### config.mk
export PLATFORM = sky130hd
export DESIGN_NAME = store_arbiter
export DESIGN_NICKNAME = d
export VERILOG_FILES = /design/src/rtl/store_arbiter.sv
export SDC_FILE = /design/constraint.sdc
export NUM_CORES = 1
export LEC_CHECK = 0
export BUFFER_PORTS_ARGS = -buffer_cell sky130_fd_sc_hd__buf_2
export CORE_MARGIN = 5
export CORE_UTILIZATION = 45
export CTS_BUF_LIST = sky130_fd_sc_hd__clkbuf_4 sky130_fd_sc_hd__clkbuf_8
export DETAILED_ROUTE_END_ITERATION = 7
export PLACE_DENSITY_LB_ADDON = 0.05
export SYNTH_ARGS = -nofsm -noshare
export SYNTH_HDL_FRONTEND = slang
export SYNTH_SLANG_ARGS = --single-unit
### constraint.sdc
create_clock -name clk -period 4.8 [get_ports clk]
set_clock_uncertainty 0.1 [all_clocks]
set_input_delay 0.48 -clock clk [delete_from_list [all_inputs] [get_ports clk]]
set_output_delay 0.48 -clock clk [all_outputs]
set_load 0.03 [all_outputs]
### src/rtl/store_arbiter.sv
`timescale 1ns/1ps
`default_nettype none
// +--------------------------------------------------------------------------+
// | store_arbiter: joins per-port data/address channels, round-robin grant,  |
// | one-slot registered write stage. STORE_ARB_FIXED_PRIO_EN = fixed prio.   |
// | Revision: 1.0                                                            |
// +--------------------------------------------------------------------------+
module store_arbiter #(
  parameter int N_STORES  = 2,
  parameter int DATA_TYPE = 32,
  parameter int ADDR_TYPE = 32
) (
  input  logic                            clk,
  input  logic                            rst,
  input  logic [N_STORES*DATA_TYPE-1:0]   dataIn,
  input  logic [N_STORES-1:0]             dataIn_valid,
  output logic [N_STORES-1:0]             dataIn_ready,
  input  logic [N_STORES*ADDR_TYPE-1:0]   addrIn,
  input  logic [N_STORES-1:0]             addrIn_valid,
  output logic [N_STORES-1:0]             addrIn_ready,
  output logic [DATA_TYPE-1:0]            dataToMem,
  output logic [ADDR_TYPE-1:0]            addrOut,
  output logic                            memValid,
  input  logic                            memReady,
  output logic [((N_STORES > 1) ? $clog2(N_STORES) : 1)-1:0] memPortId
);

  localparam int c_IdW = (N_STORES > 1) ? $clog2(N_STORES) : 1;

  logic [N_STORES-1:0]  w_eligible;
  logic                 w_load;
  logic                 w_xfer;
  logic                 w_hiFound;
  logic                 w_loFound;
  logic [c_IdW-1:0]     w_hiGrant;
  logic [c_IdW-1:0]     w_loGrant;
  logic [c_IdW-1:0]     w_grant;
  logic [c_IdW-1:0]     w_start;
  logic [DATA_TYPE-1:0] w_data;
  logic [ADDR_TYPE-1:0] w_addr;

  logic                 r_memValid;
  logic [DATA_TYPE-1:0] r_data;
  logic [ADDR_TYPE-1:0] r_addr;
  logic [c_IdW-1:0]     r_portId;

  assign w_eligible = dataIn_valid & addrIn_valid;
  assign w_load     = ~r_memValid | memReady;

`ifdef STORE_ARB_FIXED_PRIO_EN
  assign w_start = '0;
`else
  logic [c_IdW-1:0] r_ptr;
  assign w_start = r_ptr;
`endif

  // Rotating search: the first eligible port at or above the start index
  // wins; otherwise wrap to the lowest eligible port below it.
  always_comb begin
    w_hiFound = 1'b0;
    w_loFound = 1'b0;
    w_hiGrant = '0;
    w_loGrant = '0;
    for (int i = 0; i < N_STORES; i++) begin
      if (!w_hiFound && w_eligible[i] && (c_IdW'(i) >= w_start)) begin
        w_hiFound = 1'b1;
        w_hiGrant = c_IdW'(i);
      end
      if (!w_loFound && w_eligible[i]) begin
        w_loFound = 1'b1;
        w_loGrant = c_IdW'(i);
      end
    end
    w_grant = w_hiFound ? w_hiGrant : w_loGrant;
  end

  always_comb begin
    w_data = '0;
    w_addr = '0;
    for (int i = 0; i < N_STORES; i++) begin
      if (w_grant == c_IdW'(i)) begin
        w_data = dataIn[i*DATA_TYPE +: DATA_TYPE];
        w_addr = addrIn[i*ADDR_TYPE +: ADDR_TYPE];
      end
    end
  end

  assign w_xfer = w_loFound & w_load;

  generate
    for (genvar i = 0; i < N_STORES; i++) begin : g_ready
      assign dataIn_ready[i] = w_xfer & ~rst & (w_grant == c_IdW'(i));
      assign addrIn_ready[i] = w_xfer & ~rst & (w_grant == c_IdW'(i));
    end
  endgenerate

  always_ff @(posedge clk or posedge rst) begin
    if (rst) begin
      r_memValid <= 1'b0;
      r_data     <= '0;
      r_addr     <= '0;
      r_portId   <= '0;
    end else if (w_load) begin
      if (w_loFound) begin
        r_memValid <= 1'b1;
        r_data     <= w_data;
        r_addr     <= w_addr;
        r_portId   <= w_grant;
      end else begin
        r_memValid <= 1'b0;
      end
    end
  end

`ifndef STORE_ARB_FIXED_PRIO_EN
  always_ff @(posedge clk or posedge rst) begin
    if (rst) begin
      r_ptr <= '0;
    end else if (w_xfer) begin
      r_ptr <= (w_grant == c_IdW'(N_STORES - 1)) ? '0 : w_grant + 1'b1;
    end
  end
`endif

  assign memValid  = r_memValid;
  assign dataToMem = r_data;
  assign addrOut   = r_addr;
  assign memPortId = r_portId;

endmodule
`default_nettype wire
==> results.json, run 1 <==
{
  "clk_path_buf_depth": 2,
  "drt-total-wl_mm": 9.27,
  "cpLargestDelayFamily": "simple AND/OR/NAND/NOR gates",
  "grt_pass1_wl_mm": 14.3,
  "numCtsBuffers": 9,
  "instances_no_fill": 509,
  "ios": 205,
  "tightest_slew_ns": 1.23,
  "critical_path_buf_inv_count": 1,
  "diodes": 0,
  "avgSynthCellArea_sq_um": 12.9,
  "fin_crit_ns": 3.43,
  "layout_commonest_cell": "buf_2",
  "nets": 561,
  "p_leak_nw": 2.19,
  "cp_max_fo": 69,
  "maxCapViolCount": 0,
  "start_kind": "flop",
  "die_y_um": 92.8,
  "cpPeakStageDelay_ns": 1.13,
  "dp_cells": 495,
  "fp.dieW_um": 92.8,
  "wl_per_cell_um": 18.2,
  "cp-end-kind": "output pin",
  "syn2layout_area_growth_pct": 36.4,
  "grt_max_degree": 70,
  "fin_area_sq_um": 4200,
  "cts-resized-gates": 0,
  "synth.distinct_cells": 20,
  "critPathRequiredTime_ns": 4.22,
  "cts.sinks": 67,
  "grt_setup_unrepaired": "no",
  "first_global_vias": 2870,
  "drc": 0,
  "synth_area_sq_um": 3080,
  "place.gp.congestion": 0.790,
  "hold_viol_final": 0,
  "cts.hold.buffers_added": 0,
  "setup_viol": 0,
  "cts.clk_slew.worst_paths_ns": 0.07,
  "vias_per_cell": 5.55,
  "critPathSlowestCell": "and3b_2",
  "drt_iter0_markers": 153,
  "dp_hpwl_mm": 6.41,
  "cts_root_buf": "clkbuf_8",
  "antenna_found_initial": 0,
  "arrival_ns": 2.85,
  "hp-class": "in -> async",
  "via_count": 2824,
  "power_density_nw_per_um2": 418,
  "synth_nets": 374,
  "synth_seq_cells": 67,
  "slew-limit-headroom_pct": 18.1,
  "final_cell_mix": "buf_2 (204), dfrtp_1 (67), a221o_1 (64)",
  "final.period_utilization_pct": 71.5,
  "grt.total_usage_pct": 20.9,
  "postCtsSetupRepairBufs": 0,
  "crit_type": "reg -> out",
  "die-area_sq_um": 8600,
  "cts_tree": "built",
  "drtPass1Iterations": 4,
  "netlist_instances": 239,
  "vdd_drop_max_uv": 208,
  "crit_chain": "nand2b_4 > and3b_2 > and2_1 > buf_2",
  "core_area_sq_um": 6720,
  "status": "finished clean",
  "grt-ovfl-total": 0,
  "port_buffers": 204,
  "clock_latency_ns": 0.32,
  "row_count": 30,
  "maxSlewViolCount": 0,
  "place_area_sq_um": 4030,
  "htreeDepth": 3,
  "setup_tns_ns": 0,
  "drtAntennaViolNets": 0,
  "yosys_warnings": 0,
  "start_util_pct": 45.9,
  "seq_area_frac_synth_pct": 54.4,
  "max_freq_mhz": 291,
  "layout-drive-gt1-share_pct": 52.4
}
-- final timing paths --
kind / from / slack [ns] / to / cells past startpoint
min in group clk: addrIn[62] / 0.28 / addrOut[30]$_DFFE_PP0P_ / 2
setup / recovery: memValid$_DFFE_PP0P_ / 1.37 / dataIn_ready[0] / 4
hold reg to reg: memPortId$_DFFE_PP0P_ / 0.39 / memPortId$_DFFE_PP0P_ / 1
setup reg to reg: memValid$_DFFE_PP0P_ / 2.22 / addrOut[10]$_DFFE_PP0P_ / 3
hold / removal: rst / 0.16 / dataToMem[1]$_DFFE_PP0P_ / 2
max in group asynchronous: rst / 3.52 / dataToMem[30]$_DFFE_PP0P_ / 3
-- area by class of cell --
type / count / area (sq um)
clock buffer: 12 / 159
sequential: 67 / 1680
tap: 80 / 100
multi-input combinational: 141 / 1210
fill: 601 / 2520
timing repair buffer: 206 / 1040
inverter: 1 / 3.75
clock inverter: 2 / 12.5
-- report_power, final --
group          internal (mW)  switching (mW)  total, mW
combinational          0.236           0.394      0.630
clock                  0.215           0.188      0.403
sequential             0.671          0.0539      0.725
total                   1.12           0.636       1.76
-- worst register-to-register path, delay by kind of cell (launching register included) --
kind            cells  cell delay (ns)
compound gates      1             0.35
simple gates        2             1.66
flops               1             0.41
-- routing by layer --
metal  track usage [%]  share of wire, %  vias up
li1                  -                 -     1338
met1              28.6                43     1334
met2              32.0                47      137
met3              5.36               8.2       15
met4              7.94               1.9        0
met5                 0                 0        -
-- cell families after synthesis --
family	share of synthesized area (%)
and+or+nand+nor	1.87
DFF	54.4
buffers and inverters	6.25
AOI/OAI and AO/OA	37.5
-- synth_stat cells --
library cell	n	area (sq um)
dfrtp_1	67	1680
a221o_1	64	641
a21boi_0	34	255
a21boi_1	30	225
clkbuf_1	12	45.0
buf_2	7	35.0
buf_6	7	78.8
buf_4	4	30.0
and2_1	2	12.5
nand2_1	2	7.51
a21o_1	1	7.51
a21oi_1	1	5.00
a22o_1	1	8.76
and3b_1	1	8.76
inv_1	1	3.75
nand2b_1	1	6.26
nand2b_4	1	13.8
nand3_1	1	5.00
nor2_1	1	3.75
o2111a_2	1	12.5
-- per-stage QoR --
step | util (%) | hold slack, ns | power (mW) | setup slack, ns
floorplan | - | 0.385 | 1.16 | 1.62
global placement | 60.0 | 0.361 | 1.36 | 1.47
detailed placement | 60.0 | 0.370 | 1.37 | 1.49
CTS | 62.6 | 0.173 | 1.78 | 1.34
global route | 62.6 | 0.222 | 1.85 | 1.17
finish | 62.6 | 0.160 | 1.76 | 1.37
-- state kept, by name (all words and copies together), names as in the netlist --
register	flops
memPortId	1
addrOut	32
dataToMem	32
memValid	1
r_ptr	1
Power figures use the tool's default switching activity.
==> run 2, diff against run 1 <==
CORE_UTILIZATION = 39   (was 45)
clock period = 3 ns   (was 4.8 ns; I/O delays follow)
==> run 2 against run 1 <==
Against the previous run: critical path depth unchanged; design area up 3.8%; sequential power up 60%; combinational power up 62%; power up 76%; clock-buffer cell count down 3.
==> results.json, run 2 (synthesis results as in run 1) <==
{
  "reg2reg_slack_ns": 0.95,
  "wl_per_cell_um": 18.5,
  "grt.total_usage_pct": 19.8,
  "port_buffers": 204,
  "arrival_ns": 1.88,
  "grtUsageMet3_pct": 4.95,
  "core_area_sq_um": 7730,
  "row_count": 32,
  "cts.sinks": 67,
  "cts_root_buf": "clkbuf_8",
  "hold_viol_final": 0,
  "layout_commonest_cell": "buf_2",
  "place.gp.congestion": 0.777,
  "final.period_utilization_pct": 76.1,
  "crit_chain": "nand2b_4 > o2111a_2 > and2_1 > buf_2",
  "drc": 0,
  "fin_crit_ns": 2.28,
  "power_density_nw_per_um2": 710,
  "tightest_slew_ns": 0.612,
  "vias_per_cell": 5.44,
  "grt_max_degree": 61,
  "drtPass1Iterations": 4,
  "dp_hpwl_mm": 7.11,
  "max_freq_mhz": 438,
  "p_leak_nw": 2.26,
  "final_cell_mix": "buf_2 (204), dfrtp_1 (67), a221o_1 (64)",
  "maxCapViolCount": 0,
  "via_count": 2940,
  "postCtsSetupRepairBufs": 0,
  "htreeDepth": 3,
  "die-area_sq_um": 9780,
  "cp-end-kind": "output pin",
  "crit_type": "reg -> out",
  "nets": 568,
  "drtAntennaViolNets": 0,
  "ios": 205,
  "layout-drive-gt1-share_pct": 53.2,
  "diodes": 0,
  "first_global_vias": 3051,
  "cts_tree": "built",
  "critPathSlowestCell": "o2111a_2",
  "grt_pass1_wl_mm": 15.4,
  "critPathRequiredTime_ns": 2.60,
  "grt_util_met2_pct": 34.0,
  "die_y_um": 98.9,
  "start_kind": "flop",
  "antenna_found_initial": 0,
  "utilization_pct": 56.4,
  "clock_latency_ns": 0.32,
  "cts-resized-gates": 0,
  "setup_tns_ns": 0,
  "vdd_drop_max_uv": 290,
  "start_util_pct": 39.9,
  "cp_max_fo": 26,
  "status": "finished clean",
  "syn2layout_area_growth_pct": 41.5,
  "hp-class": "in -> reg",
  "fp.dieW_um": 98.9,
  "numCtsBuffers": 9,
  "grt-ovfl-total": 0,
  "drt-total-wl_mm": 10.0,
  "slew-limit-headroom_pct": 59.2,
  "maxSlewViolCount": 0,
  "use_met1_pct": 24.8,
  "grt_setup_unrepaired": "no",
  "grt_busiest_layer": "met2",
  "drt_iter0_markers": 102,
  "clk_path_buf_depth": 2,
  "cpPeakStageDelay_ns": 0.58,
  "cts.clk_slew.worst_paths_ns": 0.08,
  "setup_viol": 0
}
-- run 2: cell types whose count changed in the layout (fill, tap and decap cells not counted) --
cell / before / now
buf_4: 2 / 8
bufinv_16: 0 / 3
clkbuf_8: 11 / 9
inv_6: 0 / 2
clkbuf_4: 1 / 0
clkinv_2: 1 / 0
clkinv_4: 0 / 1
dlygate4sd3_1: 0 / 1
-- run 2: per-stage QoR --
| stage | power (mW) | std cells | hold WS, ns | setup slack [ns] | instance area [sq um] |
|---|---|---|---|---|---|
| 6_report | 3.10 | 540 | 0.0948 | 0.716 | 4360 |
| 5_1_grt | 3.25 | 540 | 0.0733 | 0.593 | 4360 |
| 4_1_cts | 3.13 | 540 | 0.0740 | 0.679 | 4360 |
| 3_5_place_dp | 2.20 | 523 | 0.366 | 0.952 | 4100 |
| 3_3_place_gp | 2.19 | 523 | 0.369 | 0.963 | 4100 |
| 2_1_floorplan | 1.85 | 239 | 0.345 | 0.181 | 3080 |
-- run 2: worst max-delay path, delay by kind of cell (launching register included) --
| kind | cells | cell delay (ns) |
|---|---|---|
| AO/OA/AOI/OAI | 1 | 0.58 |
| buffers and inverters | 1 | 0.20 |
| flip-flops | 1 | 0.41 |
| AND/OR/NAND/NOR | 2 | 0.35 |
-- run 2: layout make-up --
| class | instances | area [sq um] |
|---|---|---|
| inverter | 1 | 3.75 |
| sequential | 67 | 1680 |
| clock inverter | 7 | 124 |
| tap | 102 | 128 |
| clock buffer | 9 | 124 |
| timing repair buffer | 213 | 1090 |
| multi-input combinational | 141 | 1210 |
| fill | 678 | 3370 |
-- run 2: worst paths after layout --
path                                       start                   endpoint  cells past startpoint
min in group asynchronous                    rst  dataToMem[20]$_DFFE_PP0P_                      4
max                         memValid$_DFFE_PP0P_            addrIn_ready[1]                      4
min reg2reg                memPortId$_DFFE_PP0P_      memPortId$_DFFE_PP0P_                      1
min                                   dataIn[43]  dataToMem[11]$_DFFE_PP0P_                      2
max in group asynchronous                    rst  dataToMem[14]$_DFFE_PP0P_                      4
max reg2reg                 memValid$_DFFE_PP0P_  dataToMem[28]$_DFFE_PP0P_                      4
-- run 2: report_power, final --
part / total [mW] / leakage [nW] / switching (mW) / internal (mW)
combinational: 1.02 / 1.31 / 0.636 / 0.385
sequential: 1.16 / 0.827 / 0.0857 / 1.07
clock: 0.919 / 0.120 / 0.359 / 0.559
total: 3.10 / 2.26 / 1.08 / 2.02
-- run 2: layer usage --
layer	share of wire (%)	wire length [um]
met3	7.8	778
met2	51	5060
met1	41	4080
met5	0	0
met4	0.92	92
-- run 2: repair_timing --
action,CTS,global route
hold buffers,1,0
endpoints found under the hold margin,7,0
endpoints found under the setup margin,0,0
